**src/rtl/map_port_arbiter.sv**
```systemverilog
// Shares the single-port world map RAM among the graphics reader, the sensor evaluator
// and the trash remover. One access per cycle, tagged 1-cycle read return, wall code off-map.
module map_port_arbiter #(
    parameter int          ADDR_W    = 8,
    parameter int          DATA_W    = 3,
    parameter int          MAP_CELLS = 220,
    parameter logic [2:0]  WALL_CODE = 3'b001,
    parameter int          MAX_WAIT  = 8,
    parameter int          WAIT_W    = 4
) (
    input  logic              clock,
    input  logic              reset,
    input  logic              gfx_req,
    input  logic [ADDR_W-1:0] gfx_addr,
    output logic              gfx_gnt,
    output logic              gfx_rvalid,
    input  logic              sen_req,
    input  logic [ADDR_W-1:0] sen_addr,
    output logic              sen_gnt,
    output logic              sen_rvalid,
    input  logic              trs_req,
    input  logic [ADDR_W-1:0] trs_addr,
    input  logic [DATA_W-1:0] trs_wdata,
    output logic              trs_gnt,
    output logic [DATA_W-1:0] rdata,
    output logic [ADDR_W-1:0] mem_addr,
    output logic              mem_we,
    output logic [DATA_W-1:0] mem_wdata,
    input  logic [DATA_W-1:0] mem_rdata
);

    // Handshake: a requester holds req/addr/wdata stable until it sees gnt high at a
    // clock edge; gnt is combinational, one-hot, and each gnt consumes exactly one access.

    logic [WAIT_W-1:0] sen_wait, trs_wait;
    logic              rr;
    logic [ADDR_W-1:0] addr_q;
    logic [DATA_W-1:0] rdata_q;
    logic              gfx_rvalid_q, sen_rvalid_q, offmap_q;

    logic              sen_starved, trs_starved;
    logic              pick_gfx, pick_sen, pick_trs;
    logic              any_gnt;
    logic [ADDR_W-1:0] win_addr;
    logic              win_valid;

    function automatic logic addr_ok(input logic [ADDR_W-1:0] a);
        return (a >= ADDR_W'(1)) && (a <= ADDR_W'(MAP_CELLS));
    endfunction

    always_comb begin
        pick_gfx    = 1'b0;
        pick_sen    = 1'b0;
        pick_trs    = 1'b0;
        sen_starved = sen_req && (sen_wait == WAIT_W'(MAX_WAIT));
        trs_starved = trs_req && (trs_wait == WAIT_W'(MAX_WAIT));
        if (sen_starved && trs_starved) begin
            pick_sen = ~rr;
            pick_trs = rr;
        end else if (sen_starved) begin
            pick_sen = 1'b1;
        end else if (trs_starved) begin
            pick_trs = 1'b1;
        end else if (gfx_req) begin
            pick_gfx = 1'b1;
        end else if (sen_req && trs_req) begin
            pick_sen = ~rr;
            pick_trs = rr;
        end else if (sen_req) begin
            pick_sen = 1'b1;
        end else if (trs_req) begin
            pick_trs = 1'b1;
        end
    end

    // Grants are forced low while reset is asserted so nothing reaches the RAM.
    assign gfx_gnt = pick_gfx & reset;
    assign sen_gnt = pick_sen & reset;
    assign trs_gnt = pick_trs & reset;
    assign any_gnt = gfx_gnt | sen_gnt | trs_gnt;

    always_comb begin
        win_addr = addr_q;
        if (gfx_gnt)      win_addr = gfx_addr;
        else if (sen_gnt) win_addr = sen_addr;
        else if (trs_gnt) win_addr = trs_addr;
    end

    assign win_valid  = addr_ok(win_addr);
    assign mem_addr   = any_gnt ? win_addr : addr_q;
    assign mem_we     = trs_gnt && win_valid;
    assign mem_wdata  = trs_gnt ? trs_wdata : '0;

    assign gfx_rvalid = gfx_rvalid_q;
    assign sen_rvalid = sen_rvalid_q;
    assign rdata      = (gfx_rvalid_q || sen_rvalid_q) ?
                        (offmap_q ? DATA_W'(WALL_CODE) : mem_rdata) : rdata_q;

    always_ff @(posedge clock or negedge reset) begin
        if (!reset) begin
            sen_wait     <= '0;
            trs_wait     <= '0;
            rr           <= 1'b0;
            addr_q       <= '0;
            rdata_q      <= '0;
            gfx_rvalid_q <= 1'b0;
            sen_rvalid_q <= 1'b0;
            offmap_q     <= 1'b0;
        end else begin
            addr_q       <= mem_addr;
            rdata_q      <= rdata;
            gfx_rvalid_q <= gfx_gnt;
            sen_rvalid_q <= sen_gnt;
            offmap_q     <= ~win_valid;
            if (sen_gnt || trs_gnt)
                rr <= ~rr;
            if (sen_req && !sen_gnt)
                sen_wait <= (sen_wait == WAIT_W'(MAX_WAIT)) ? sen_wait : sen_wait + WAIT_W'(1);
            else
                sen_wait <= '0;
            if (trs_req && !trs_gnt)
                trs_wait <= (trs_wait == WAIT_W'(MAX_WAIT)) ? trs_wait : trs_wait + WAIT_W'(1);
            else
                trs_wait <= '0;
        end
    end

endmodule
```
**config.mk**
```make
export PLATFORM = sky130hd
export DESIGN_NAME = map_port_arbiter
export DESIGN_NICKNAME = d
export VERILOG_FILES = /design/src/rtl/map_port_arbiter.sv
export SDC_FILE = /design/constraint.sdc
export NUM_CORES = 1
export LEC_CHECK = 0
export CAP_MARGIN = 20
export CORE_MARGIN = 2
export CORE_UTILIZATION = 45
export CTS_BUF_LIST = sky130_fd_sc_hd__clkbuf_8
export DETAILED_ROUTE_END_ITERATION = 8
export PLACE_DENSITY_LB_ADDON = 0.2
export SETUP_SLACK_MARGIN = 0.5
export SLEW_MARGIN = 20
export SYNTH_ARGS = -nofsm -noshare
export SYNTH_HDL_FRONTEND = slang
export SYNTH_SLANG_ARGS = --single-unit
```
**constraint.sdc**
```tcl
create_clock -name clock -period 3.9 [get_ports clock]
set_clock_uncertainty 0.05 [all_clocks]
set_input_delay 0.585 -clock clock [delete_from_list [all_inputs] [get_ports clock]]
set_output_delay 0.585 -clock clock [all_outputs]
set_load 0.03 [all_outputs]
```
==> results of run 1 <==
registers in the layout (all words and copies together), names as in the netlist:
name and count:
addr_q 8, gfx_rvalid 1, sen_rvalid 1, rdata_q 3
sen_wait 4, trs_wait 4, rr 1, offmap_q 1
stage by stage:
stage,cells,cell area (um2),power [uW],worst slack (ns),hold slack (ns)
2_1_floorplan,154,1453,503.5,0.7181,0.2394
3_3_place_gp,257,2085,634.6,0.1733,0.4203
3_5_place_dp,257,2085,645.2,0.04450,0.4459
4_1_cts,273,2293,820.6,0.4832,0.4654
5_1_grt,280,2385,894.0,0.2227,0.4819
6_report,280,2385,848.5,0.3672,0.4584
cell type report:
class,instances,area share
repair buffers,83,0.3206
inverters,13,0.02204
well taps,44,0.02308
clock buffers,3,0.01731
clock inverters,1,0.002099
flip-flops and latches,23,0.2413
multi-input cells,113,0.3736
synth_stat cells (2+ instances only):
| library cell | instances |
|---|---|
| a211o_1 | 2 |
| a211oi_1 | 6 |
| a21o_1 | 6 |
| a21oi_1 | 3 |
| a311oi_1 | 4 |
| and2_1 | 3 |
| and3_1 | 3 |
| buf_2 | 4 |
| dfrtp_1 | 23 |
| ha_1 | 4 |
| inv_1 | 11 |
| inv_2 | 2 |
| mux2i_1 | 2 |
| nand2_1 | 10 |
| nand2b_1 | 3 |
| nand3_1 | 8 |
| nand4_1 | 2 |
| nand4b_1 | 3 |
| nor2_1 | 12 |
| o211ai_1 | 6 |
| o21ai_0 | 7 |
| o21ai_2 | 2 |
| o22a_1 | 2 |
| xnor2_1 | 4 |
| xor2_1 | 2 |
power by group through the flow:
stage	Sequential, uW	Clock, uW	Combinational, uW
finish	303	151	395
global route	306	164	423
CTS	301	153	366
floorplan	303	0	201
global placement	307	0	328
detailed placement	309	0	337
critical path: stages (launching register included):
cell and delay (ns):
dfrtp_1 0.41, inv_2 0.09, ha_4 0.14, nand4b_1 0.22, a21oi_2 0.20, buf_6 0.15, o211ai_1 0.13, a311oi_2 0.39
a21oi_2 0.08, o41a_1 0.43, o21ai_2 0.20, nor2_2 0.06, buf_6 0.13
worst paths after layout:
path | start | endpoint | slack, ns | cells past startpoint
worst max-delay path | trs_wait[1] | mem_we | 0.37 | 12
worst min-delay path | rdata_q[0] | rdata_q[0] | 0.46 | 2
worst max register to register | trs_wait[1] | offmap_q | 1.23 | 11
worst min register to register | rdata_q[0] | rdata_q[0] | 0.46 | 2
max in group asynchronous | reset | trs_wait[2] | 3.02 | 2
min in group asynchronous | reset | trs_wait[3] | 0.57 | 2
kinds of logic after synthesis:
group | after synthesis | share of synthesized area
flip-flops | 23 | 0.3979
AO/OA/AOI/OAI | 46 | 0.2448
buffers and inverters | 18 | 0.05537
XOR/XNOR | 6 | 0.03633
multiplexers | 2 | 0.01384
AND/OR/NAND/NOR | 55 | 0.2171
adder cells (fa/ha/maj) | 4 | 0.03460
timing repair:
item	CTS	global route
endpoints found under the setup margin	12	5
pin swaps	14	10
gates resized for setup	30	16
setup buffers	12	7
per-layer routing:
metal / routed length (um) / global-route usage / vias to the layer above
li1: - / - / 731
met1: 1832 / 0.3365 / 760
met2: 2394 / 0.4624 / 94
met3: 361 / 0.03198 / 10
met4: 100 / 0.09006 / 0
met5: 0 / 0 / -
==> results.cfg, run 1 <==
[routing]
ant_nets = 0
first_pass_iters = 4
dr_total_vias = 1595
drt_drc_violations_left = 0
avgRoutedWirePerCell_um = 16.74
detail_route.wirelength_um = 4688
detail_route.iter0.violations = 100
routed_via_density = 5.696

[power]
power.share.sequential = 0.357
leakage_uw = 0.001086
netSwitchingFraction = 0.3723
cell_internal_pwr_uw = 532.6
max-vdd-ir-drop_mv = 0.2548
net-switching-power_uw = 315.9
cellPowerDensity_nw_per_um2 = 355.8
comb_power_share = 0.465
clock_power_share = 0.178

[place]
numPortBuffers = 54
finalWeightedCongestion = 0.8620
detailed_place_hpwl_um = 3257

[final_layout]
final_cell_mix = clkdlybuf4s50_1 (39), buf_4 (26), dfrtp_1 (23), nor2_1 (12), nand2_1 (10)
fillerInstances = 209
final_layout_size_suffix_gt1_frac = 0.2966
mostFrequentLayoutCell = clkdlybuf4s50_1
antenna_cells = 0
area_growth_pct = 64.88
layout_nets = 276
postLayoutCoreUtil = 0.7811
multi_input_comb_area_um2 = 890.9
sequential_cell_area_um2 = 575.6

[die]
dieHeight_um = 60.70
design.die.area_um2 = 3684
row_count = 20
die_width_um = 60.70
design.core.area_um2 = 3053
initial_core_util = 0.4738
ioPinCount = 55

[global_routing]
grt_max_degree = 29
grt_pass1_wl_um = 7141
grt_remaining_overflow = 0
grtUsageTotal = 0.2640
grt_antenna_before_repair = 0
first_global_vias = 1562

[cts]
cts.sinks = 23
ctsRootBufferMaster = clkbuf_8
insertion_delay_ns = 0.27
cts_tree = built
cts_made_buffers = 3
ctsLongestPathBuffers = 2
clk_transition_reported_paths_ns = 0.08
cts_htree_levels = 1
cts_hold_buf = 0

[sta]
worst_pin_slew_ns = 0.3762
slew_viol_final = 0
rsz0062_at_grt = yes
setup_viol = 0
period_needed_ns = 3.533
final-hold-violation-count = 0
maximum_operating_frequency_ghz = 0.2831
fin_crit_sh = 0.9059
slew_headroom = 0.7492
fin_tns_setup_ns = 0

[worst_setup_path]
worst-path-max-fanout = 6
worstSetupPathType = reg -> out
crit_path_start_kind = register
critical_path.endpoint_type = primary output
required_time_of_the_critical_path_ns = 3.26
data_arrival_time_at_the_worst_slack_endpoint_ns = 2.90

[synth]
synth_seq_cells = 23
seq_total_area_yosys = 0.3979
netlist-cell-type-count = 45
synth.top_cell.area_share = 0.3979
syn-cell-area_um2 = 1446
synth.top_cells.by_area = dfrtp_1 (40%), ha_1 (3.5%), a211oi_1 (3.1%), a21o_1 (3.1%), nor2_1 (3.1%)
synthCells = 154
synth.largest_area_cell = dfrtp_1
async_flop_share = 1.000
synthesis.area_per_instance_um2 = 9.392
mappedNetlistNets = 193
ys_dominant_reg_cell = dfrtp_1
ys_warn_count = 0
synth-edff-count = 0

[hold_path]
hold_path.class = reg -> reg

[job]
timing.max_cap.violations = 0

[run_status]
run_status = finished clean
Power figures use the tool's default switching activity.
==> inputs of run 2 (changes only) <==
--- a/config.mk
+++ b/config.mk
@@ -10,6 +10,7 @@
 export CORE_UTILIZATION = 45
 export CTS_BUF_LIST = sky130_fd_sc_hd__clkbuf_8
 export DETAILED_ROUTE_END_ITERATION = 8
+export GPL_ROUTABILITY_DRIVEN = 0
 export PLACE_DENSITY_LB_ADDON = 0.2
 export SETUP_SLACK_MARGIN = 0.5
 export SLEW_MARGIN = 20
==> run 2 against run 1 <==
  * Register-to-register slack got worse by 0.11 ns
  * Non-clock buffer count decreased by 6
  * Global-route usage decreased by 1.6 points
  * Final cell count decreased by 2.1%
  * Clock power grew 3%
  * Critical path depth unchanged
  * Setup slack got worse by 0.038 ns
  * Critical path type unchanged
  * Critical endpoint unchanged
  * Highest routed layer unchanged
==> results.cfg, run 2 (same netlist as run 1, synthesis figures left out) <==
[place]
detailed_place_hpwl_um = 3193
numPortBuffers = 54

[die]
design.die.area_um2 = 3684
ioPinCount = 55
die_width_um = 60.70
row_count = 20
dieHeight_um = 60.70
initial_core_util = 0.4738
design.core.area_um2 = 3053

[global_routing]
grt_antenna_before_repair = 0
grt_max_degree = 29
grtUsageTotal = 0.2480
first_global_vias = 1560
grt_remaining_overflow = 0
grt_pass1_wl_um = 6851

[final_layout]
fillerInstances = 222
largest_register_ffs = 8
area_growth_pct = 59.86
layout_nets = 270
final_layout_size_suffix_gt1_frac = 0.2565
antenna_cells = 0
mostFrequentLayoutCell = clkdlybuf4s50_1
final_cell_mix = clkdlybuf4s50_1 (39), dfrtp_1 (23), buf_4 (23), nor2_1 (12), nand2_1 (10)
largestRegisters = addr_q x8, sen_wait x4, trs_wait x4
multi_input_comb_area_um2 = 864.6
largest-register = addr_q
sequential_cell_area_um2 = 575.6

[routing]
detail_route.iter0.violations = 65
routed_via_density = 5.613
avgRoutedWirePerCell_um = 16.20
first_pass_iters = 4
drt_drc_violations_left = 0
detail_route.wirelength_um = 4439
dr_total_vias = 1538
ant_nets = 0

[run_status]
run_status = finished clean

[sta]
fin_hold_ws_ns = 0.4523
period_needed_ns = 3.571
maximum_operating_frequency_ghz = 0.2801
fin_crit_sh = 0.9155
final-hold-violation-count = 0
worst_pin_slew_ns = 0.4013
slew_viol_final = 0
fin_tns_setup_ns = 0
rsz0062_at_grt = yes
setup_viol = 0
slew_headroom = 0.7308

[cts]
cts_tree = built
insertion_delay_ns = 0.27
ctsLongestPathBuffers = 2
cts_htree_levels = 1
cts.sinks = 23
clk_transition_reported_paths_ns = 0.09
cts_hold_buf = 0
cts_made_buffers = 3
ctsRootBufferMaster = clkbuf_8

[worst_setup_path]
data_arrival_time_at_the_worst_slack_endpoint_ns = 2.94
required_time_of_the_critical_path_ns = 3.26
setup.worst_path.end = mem_we
rr_startpoint = trs_wait[1]
worst-r2r-cell-count = 12
critPathSlowestCell = o41a_1
setup.reg_to_reg.worst_slack_ns = 1.12
critical_path.endpoint_type = primary output
worstSetupPathType = reg -> out
critical_path.max_stage_delay_ns = 0.43
critical_path.startpoint = trs_wait[1]
worstPathCellList = inv_1, ha_2, nand4b_1, a21oi_2, buf_6, o211ai_1, a311oi_4, a21oi_2, o41a_1, o21ai_2, nor2_2, buf_6
regToRegEndpoint = offmap_q
worst-path-max-fanout = 6
crit_path_start_kind = register

[power]
max-vdd-ir-drop_mv = 0.2007
cellPowerDensity_nw_per_um2 = 357.4
leakage_uw = 0.001052

[job]
timing.max_cap.violations = 0

[hold_path]
hold_path.class = reg -> reg
==> run 2: cell count changes in the layout (fill, tap and decap cells not counted), sizes merged <==
cell / delta
buf: -5
clkbuf: -2
clkdlybuf4s15: +2
dlygate4sd2: -2
dlymetal6s2s: +1
==> run 2: worst min path at each step <==
stage | from | to | slack, ns | cells past startpoint
6_report | rdata_q[0] | rdata_q[0] | 0.45 | 2
5_1_grt | rdata_q[0] | rdata_q[0] | 0.49 | 2
4_1_cts | rdata_q[2] | rdata_q[2] | 0.46 | 2
3_5_place_dp | rdata_q[2] | rdata_q[2] | 0.43 | 2
3_3_place_gp | rdata_q[2] | rdata_q[2] | 0.42 | 2
2_1_floorplan | reset | addr_q[0] | 0.24 | 0
==> run 2: timing repair <==
item	CTS	global route
pin swaps	7	8
gates cloned	0	0
buffers inserted	4	9
setup endpoints to repair	12	12
gates resized for setup	27	16
==> run 2: metal layers <==
metal	share of wire	track usage
met4	0.011	0.06522
met2	0.51	0.4516
met5	0	0
met3	0.071	0.03838
met1	0.41	0.3043
==> run 2: final cells by class <==
class / instances / share of cell area
multi-input cells: 113 / 0.3739
repair buffers: 77 / 0.3106
clock buffers: 3 / 0.01786
well taps: 44 / 0.02381
inverters: 13 / 0.02273
clock inverters: 1 / 0.002164
flip-flops and latches: 23 / 0.2489
==> run 2: power by group <==
part           internal (uW)  switching [uW]  total [uW]
Sequential               277            23.9         301
Combinational            168             202         370
Clock                   71.5            83.5         155
Total                    517             309         826
==> run 2: critical path, delay by kind of cell (launching register included) <==
| kind | cells | cell delay [ns] |
|---|---|---|
| compound gates | 6 | 1.46 |
| flops | 1 | 0.38 |
| buf+inv | 3 | 0.35 |
| simple gates | 2 | 0.27 |
| fa+ha+maj | 1 | 0.19 |
==> run 2: metrics by stage <==
stage                     setup WS, ns  cell area [um2]  power [uW]  utilization  std cells
after detailed placement       0.09365             2085       643.2       0.6828        257
after CTS                       0.2409             2192       799.2       0.7180        265
final                           0.3294             2312       826.3       0.7574        274
after global placement          0.1740             2085       633.9       0.6828        257
after global routing            0.2021             2312       869.0       0.7574        274
after floorplan                 0.7181             1453       503.5            -        154
